File: config.mk
export PLATFORM = sky130hd
export DESIGN_NAME = toggle_rx
export DESIGN_NICKNAME = d
export VERILOG_FILES = /design/src/rtl/toggle_rx_pkg.sv /design/src/rtl/toggle_rx_sync_chain.sv /design/src/rtl/toggle_rx.sv
export SDC_FILE = /design/constraint.sdc
export NUM_CORES = 1
export LEC_CHECK = 0
export ABC_CLOCK_PERIOD_IN_PS = 2000
export CAP_MARGIN = 30
export CORE_ASPECT_RATIO = 0.9
export CORE_MARGIN = 2
export CORE_UTILIZATION = 43
export CTS_CLUSTER_DIAMETER = 60
export DETAILED_ROUTE_END_ITERATION = 12
export GPL_TIMING_DRIVEN = 0
export PLACE_DENSITY = 0.72
export REMOVE_ABC_BUFFERS = 1
export SETUP_SLACK_MARGIN = 0.5
export SYNTH_ARGS = -nofsm -noshare
export SYNTH_HDL_FRONTEND = slang
export SYNTH_SLANG_ARGS = --single-unit
File: constraint.sdc
create_clock -name Clock -period 2 [get_ports Clock]
set_clock_uncertainty 0.15 [all_clocks]
set_input_delay 0.3 -clock Clock [delete_from_list [all_inputs] [get_ports Clock]]
set_output_delay 0.3 -clock Clock [all_outputs]
set_load 0.01 [all_outputs]
File: src/rtl/toggle_rx_pkg.sv
// Shared definitions for the toggle receiver: FSM encodings and parameter defaults.
// Consumers: toggle_rx and sync_chain.
package toggle_rx_pkg;

    typedef enum logic [1:0] {
        IDLE  = 2'd0,
        PULSE = 2'd1,
        HOLD  = 2'd2
    } state_e;

    localparam int TOGGLE_RX_SYNC_STAGES_DEF = 2;
    localparam int TOGGLE_RX_HOLDOFF_DEF     = 3;
    localparam int TOGGLE_RX_CNT_W_DEF       = 8;

endpackage

File: src/rtl/toggle_rx_sync_chain.sv
// Multi-flop synchronizer for the asynchronous toggle line.
// Under Clear every stage loads init so the current line level is not seen as an edge.
module sync_chain
    import toggle_rx_pkg::*;
#(
    parameter int STAGES = TOGGLE_RX_SYNC_STAGES_DEF
) (
    input  logic Clock,
    input  logic Clear,
    input  logic d,
    input  logic init,
    output logic q
);

    logic [STAGES-1:0] chain_q;

    // Shift register; stage 0 samples the raw asynchronous input.
    always_ff @(posedge Clock) begin
        if (Clear) begin
            chain_q <= {STAGES{init}};
        end else begin
            chain_q <= {chain_q[STAGES-2:0], d};
        end
    end

    assign q = chain_q[STAGES-1];

endmodule

File: src/rtl/toggle_rx.sv
// Toggle-handshake receiver: synchronizes T_in, emits one Pulse per accepted level change,
// enforces a HOLDOFF dead time and flags dropped toggles. Count is built only with TOGGLE_RX_COUNT_EN.
module toggle_rx
    import toggle_rx_pkg::*;
#(
    parameter int SYNC_STAGES = TOGGLE_RX_SYNC_STAGES_DEF,
    parameter int HOLDOFF     = TOGGLE_RX_HOLDOFF_DEF,
    parameter int CNT_W       = TOGGLE_RX_CNT_W_DEF
) (
    input  logic             Clock,
    input  logic             Clear,
    input  logic             T_in,
    output logic             Pulse,
    output logic             Ack_out,
    output logic [CNT_W-1:0] Count,
    output logic             Overrun,
    output logic             Busy
);

    localparam bit         HOLD_EN   = (HOLDOFF > 0);
    localparam logic [3:0] HOLD_LOAD = (HOLDOFF > 0) ? 4'(HOLDOFF - 1) : 4'd0;

    logic       sync_t_s;
    logic       last_t_q;
    logic       detect_s;
    state_e     state_q;
    logic [3:0] hold_q;
    logic       pulse_q;
    logic       ack_q;
    logic       overrun_q;
    logic       busy_q;

    sync_chain #(
        .STAGES(SYNC_STAGES)
    ) u_sync (
        .Clock(Clock),
        .Clear(Clear),
        .d    (T_in),
        .init (T_in),
        .q    (sync_t_s)
    );

    // Previous synchronized level, used for edge detection.
    always_ff @(posedge Clock) begin
        if (Clear) begin
            last_t_q <= T_in;
        end else begin
            last_t_q <= sync_t_s;
        end
    end

    assign detect_s = sync_t_s ^ last_t_q;

    // Control FSM with registered strobe, acknowledge, busy and overrun outputs.
    always_ff @(posedge Clock) begin
        if (Clear) begin
            state_q   <= IDLE;
            hold_q    <= 4'd0;
            pulse_q   <= 1'b0;
            ack_q     <= 1'b0;
            overrun_q <= 1'b0;
            busy_q    <= 1'b0;
        end else begin
            pulse_q <= 1'b0;
            case (state_q)
                IDLE: begin
                    if (detect_s) begin
                        state_q <= PULSE;
                        pulse_q <= 1'b1;
                        ack_q   <= ~ack_q;
                        busy_q  <= 1'b1;
                    end
                end
                PULSE: begin
                    if (detect_s) begin
                        overrun_q <= 1'b1;
                    end
                    if (HOLD_EN) begin
                        state_q <= HOLD;
                        hold_q  <= HOLD_LOAD;
                        busy_q  <= 1'b1;
                    end else begin
                        state_q <= IDLE;
                        busy_q  <= 1'b0;
                    end
                end
                HOLD: begin
                    if (detect_s) begin
                        overrun_q <= 1'b1;
                    end
                    if (hold_q == 4'd0) begin
                        state_q <= IDLE;
                        busy_q  <= 1'b0;
                    end else begin
                        hold_q <= hold_q - 4'd1;
                    end
                end
                default: begin
                    state_q <= IDLE;
                    hold_q  <= 4'd0;
                    busy_q  <= 1'b0;
                end
            endcase
        end
    end

`ifdef TOGGLE_RX_COUNT_EN
    logic [CNT_W-1:0] cnt_q;

    // Accepted-toggle counter; advances on the same edge that raises Pulse and wraps naturally.
    always_ff @(posedge Clock) begin
        if (Clear) begin
            cnt_q <= {CNT_W{1'b0}};
        end else if ((state_q == IDLE) && detect_s) begin
            cnt_q <= cnt_q + CNT_W'(1'b1);
        end else begin
            cnt_q <= cnt_q;
        end
    end

    assign Count = cnt_q;
`else
    assign Count = {CNT_W{1'b0}};
`endif

    assign Pulse   = pulse_q;
    assign Ack_out = ack_q;
    assign Overrun = overrun_q;
    assign Busy    = busy_q;

endmodule
== Yosys cells after proc, flatten, opt, wreduce, memory -nomap -nowiden ==
Cells that the tools add are included.
W data, S select, Z words.

* Word-level logic and storage cells: 36
* Bits of input ports: 3
* Output and inout port bits: 12
* Flip-flop bits (word level): 13

* Eq/ne operators: 5
* Mux-type cells: 11
* Reduce and logical (&&, ||, !) cells: 8
* Bitwise gates (word level): 3
* Add/subtract/negate cells: 1

{| class="wikitable"
|+ Operators with widths
! cell !! count
|-
| $pmux W4 S3 || 1
|-
| $reduce_and A2 Y1 || 4
|-
| $mux W2 || 3
|-
| $ne A2 B2 Y1 const B || 3
|-
| $pmux W2 S3 || 1
|-
| $logic_not A4 Y1 || 1
|-
| $mux W1 || 4
|-
| $mux W4 || 1
|-
| $reduce_or A2 Y1 || 2
|-
| $sub A4 B1 Y4 const B || 1
|-
| $pmux W1 S3 || 1
|-
| $eq A2 B1 Y1 const B || 1
|-
| $eq A2 B2 Y1 const B || 1
|-
| $logic_not A2 Y1 || 1
|-
| $not A1 Y1 || 2
|-
| $xor A1 B1 Y1 || 1
|}

== Depth between registers and ports, before layout ==
* Word-level depth: 3
* Gate-level depth with buffers: 6
* Gate-level depth less buffers: 5

== Cells and area by module ==
From an unflattened synthesis, not the netlist that was laid out.

* Cell total of the unflattened synthesis: 76
* Area total of the unflattened synthesis: 715.7 µm²

{| class="wikitable"
|+ By module, submodules not included
! module !! sequential area each (µm²) !! cells an instance !! instances !! area each (µm²)
|-
| toggle_rx || 220.2 || 72 || 1 || 653.1
|-
| sync_chain || 40.0 || 4 || 1 || 62.6
|}

== Least setup slack after synthesis ==
Ideal clock, no wire load.

* Path kind: register -> register
* Start: register state_q[0]
* End: register hold_q[3]
* Stages on the path, launching flop included: 7
* Setup time: 80 ps
* Period minus slack after synthesis: 1844 ps
* Setup slack: 156 ps
* Path buffers: 1
* Required time: 1770 ps
* Arrival: 1615 ps
* Path through: dfxtp_1 -> inv_1 -> ha_1 -> buf_6 -> or4_4 -> or3_1 -> a211oi_2

* Word-level cells in the longest chain between the ends: 3
* Elaborated cells on any way between the ends: 7
* Those cells by class: eq/ne (3); mux (1); bitwise (1); reduce/logical (2)

{| class="wikitable"
|+ RTL lines
! element !! RTL line !! text
|-
| start: declaration || toggle_rx.sv:26 || <nowiki>state_e state_q;</nowiki>
|-
| start signal: assignment || toggle_rx.sv:57 || <nowiki>state_q <= IDLE;</nowiki>
|-
| start signal: assignment || toggle_rx.sv:68 || <nowiki>state_q <= PULSE;</nowiki>
|-
| start signal: assignment || toggle_rx.sv:79 || <nowiki>state_q <= HOLD;</nowiki>
|-
| $eq A2 B2 Y1 / $logic_not A2 Y1 (equally long branches) || toggle_rx.sv:65 || <nowiki>case (state_q)</nowiki>
|-
| $ne A2 B2 Y1 (no source line) / $not A1 Y1 (equally long branches) || n/a ||
|-
| $reduce_and A2 Y1 (no source line) || n/a ||
|-
| end signal: assignment || toggle_rx.sv:95 || <nowiki>hold_q <= hold_q - 4'd1;</nowiki>
|-
| end: declaration || toggle_rx.sv:27 || <nowiki>logic [3:0] hold_q;</nowiki>
|}

Parallel ways exist; a longest one is shown, timed or not.
A chain may end at the register's enable or synchronous reset.

== Worst setup path in the final report ==
Ends and elaborated chain as after synthesis.

==> results.cfg <==
[timing]
worst_hold_slack_ns = 0.292
min_period_ns = 1.69
drv_slew = 0
fmax_mhz = 592
tns_ns = 0
period_share = 0.844
worst_slew_pin_slew_ns = 0.504
finalSetupViolCount = 0
maxSlewHeadroom = 0.662
hold_violations = 0
setup_ws_ns = 0.311
rsz0062_at_grt = true

[placed_design]
io_buffers = 6
placed_cell_area_um2 = 728
place_ws_ns = 0.0989
gp_congestion = 0.735
hpwl_um = 875

[route]
drt_wl_total_mm = 1.47
drtIter0Drc = 7
drt-vias-per-instance = 4.93
dr_total_vias = 577
firstDrtPassIters = 4
wl_per_cell_um = 12.5
ant_nets = 0
drc_errors = 0

[synth]
ys_async_sr_fraction = 0
syn_avg_cell_area_um2 = 8.89
syn-instance-count = 78
synth_flop_cell = dfxtp_1
syn_area_um2 = 693
yosys_register_bits = 13
synth-edff-count = 0
synth_top_cell_by_area = dfxtp_1
synth_cell_types = 30
seq_area_frac_synth = 0.375
synth_area_leaders = dfxtp_1, ha_1, buf_4
netlist.area_leader.share = 0.375
synth_warnings = 0

[power_and_ir_drop]
leakage_nw = 0.412
p_sw_frac = 0.342
p_int_uw = 537
p_seq_frac = 0.388
ir_worst_vdd_v = 0.000545
clock_power_share = 0.212
power_density_nw_per_um2 = 879
switching_power_uw = 279
combPwrFrac = 0.400

[worst_hold_path]
hold_class = reg -> reg
min_from = u_sync.chain_q[0]$_DFF_P_
worstHoldPathCells = 2
hold-path-endpoint = u_sync.chain_q[1]$_DFF_P_

[finish]
nNetsFinal = 104
most-common-layout-cells = dfxtp_1, buf_4, conb_1
area_delta_synth_final_pct = 33.9
postLayoutCoreUtil = 0.627
final_cell_area_um2 = 928
diodes = 0
drive_above_1_share = 0.368

[setup_path]
r2r_end = hold_q[3]$_SDFFE_PP0P_
start_kind = register
cp.arrival_ns = 1.77
r2r_cells = 5
critical_path_class = reg -> reg
r2r_slack_ns = 0.31
path_max_fanout = 3
regToRegStartpoint = state_q[0]$_SDFFE_PP0P_
crit_path_end_kind = register
worstPathRequired_ns = 2.08

[floorplanning]
die_h_um = 42.1
num_rows = 13
initial_utilization = 0.468
coreArea_um2 = 1480
dieWidth_um = 46.3
die_area_um2 = 1950
ios = 15

[cts]
cts.clk_slew.worst_paths_ns = 0.09
numCtsBuffers = 3
h-tree-depth = 1
cts_root_buffer = clkbuf_4
clk_latency_ns = 0.30
max-clock-path-buffers = 2
postCtsHoldBufs = 0
cts_tree = done
cts_num_sinks = 13

[global_route]
grt_max_degree = 12
antenna_found_initial = 0
grt_overflow = 0
grt_pass1_wl_mm = 2.19
track_usage = 0.158
grt_pass1_vias = 510

[run]
maxCapViolCount = 0

[run_status]
outcome = finished clean
## flip-flops by register name, summed over array words and instances (netlist names)
signal	cells
u_sync.chain_q	2
hold_q	4
Pulse	1
Ack_out	1
last_t_q	1
Busy	1
state_q	2
Overrun	1
## how the worst max path moves through the flow
stage / from / end / slack [ns]
floorplan: state_q[0]$_SDFFE_PP0P_ / hold_q[3]$_SDFFE_PP0P_ / 0.19
global route: hold_q[0]$_SDFFE_PP0P_ / Busy$_SDFFE_PP0P_ / 0.26
global placement: state_q[0]$_SDFFE_PP0P_ / hold_q[3]$_SDFFE_PP0P_ / 0.12
finish: state_q[0]$_SDFFE_PP0P_ / hold_q[3]$_SDFFE_PP0P_ / 0.31
CTS: state_q[0]$_SDFFE_PP0P_ / hold_q[3]$_SDFFE_PP0P_ / 0.29
detailed placement: state_q[0]$_SDFFE_PP0P_ / hold_q[3]$_SDFFE_PP0P_ / 0.1
## Yosys cell counts, types with 2 or more instances
master and count:
nor2_1 2, inv_1 11, clkbuf_1 2, dfxtp_1 13, or3_1 2, o21ai_0 5, a21oi_1 3, ha_1 5
buf_4 8, o21a_1 2, nand2_1 6
## final cells by class
| cell class | count | area, um^2 |
|---|---|---|
| tap | 22 | 27.5 |
| multi-input combinational | 50 | 418 |
| fill | 129 | 552 |
| timing repair buffer | 17 | 148 |
| inverter | 11 | 43.8 |
| sequential | 13 | 265 |
| clock buffer | 4 | 26.3 |
## power by group through the flow
stage	Clock (mW)	Sequential, mW	Combinational, mW
after floorplan	0	0.322	0.149
after global placement	0	0.316	0.220
after detailed placement	0	0.318	0.225
after CTS	0.167	0.314	0.262
after global routing	0.191	0.320	0.356
final	0.173	0.317	0.326
## worst max-delay path, cell delays in order (launching register included)
cell,delay (ns)
dfxtp_2,0.37
inv_4,0.05
ha_4,0.15
or4_4,0.40
or3_1,0.33
a211oi_2,0.17
## timing repair
item,CTS,global route
gates resized for setup,17,13
endpoints found under the setup margin,12,8
pin swaps,7,7
cloned,0,0
buffers inserted,4,7
## kinds of logic after synthesis
group | count (synthesis) | synth area share
adders and majority gates | 5 | 0.0903
DFF | 13 | 0.375
AOI/OAI and AO/OA | 18 | 0.182
other | 1 | 0.00541
muxes | 1 | 0.0144
and+or+nand+nor | 17 | 0.146
buffers and inverters | 22 | 0.173
xor gates and xnor gates | 1 | 0.0126
## per-stage QoR
stage                     cells  total power, mW
after floorplan              74            0.472
after global placement      102            0.536
after detailed placement    102            0.544
after CTS                   110            0.744
after global routing        117            0.867
final                       117            0.816
## metal layers
layer	track usage	vias to the layer above	wire, um
met1	0.190	276	610
li1	-	281	-
met3	0.0776	4	80
met5	0	-	0
met2	0.250	16	733
met4	0.0343	0	40
No activity file was read; power rests on OpenSTA's default activity.
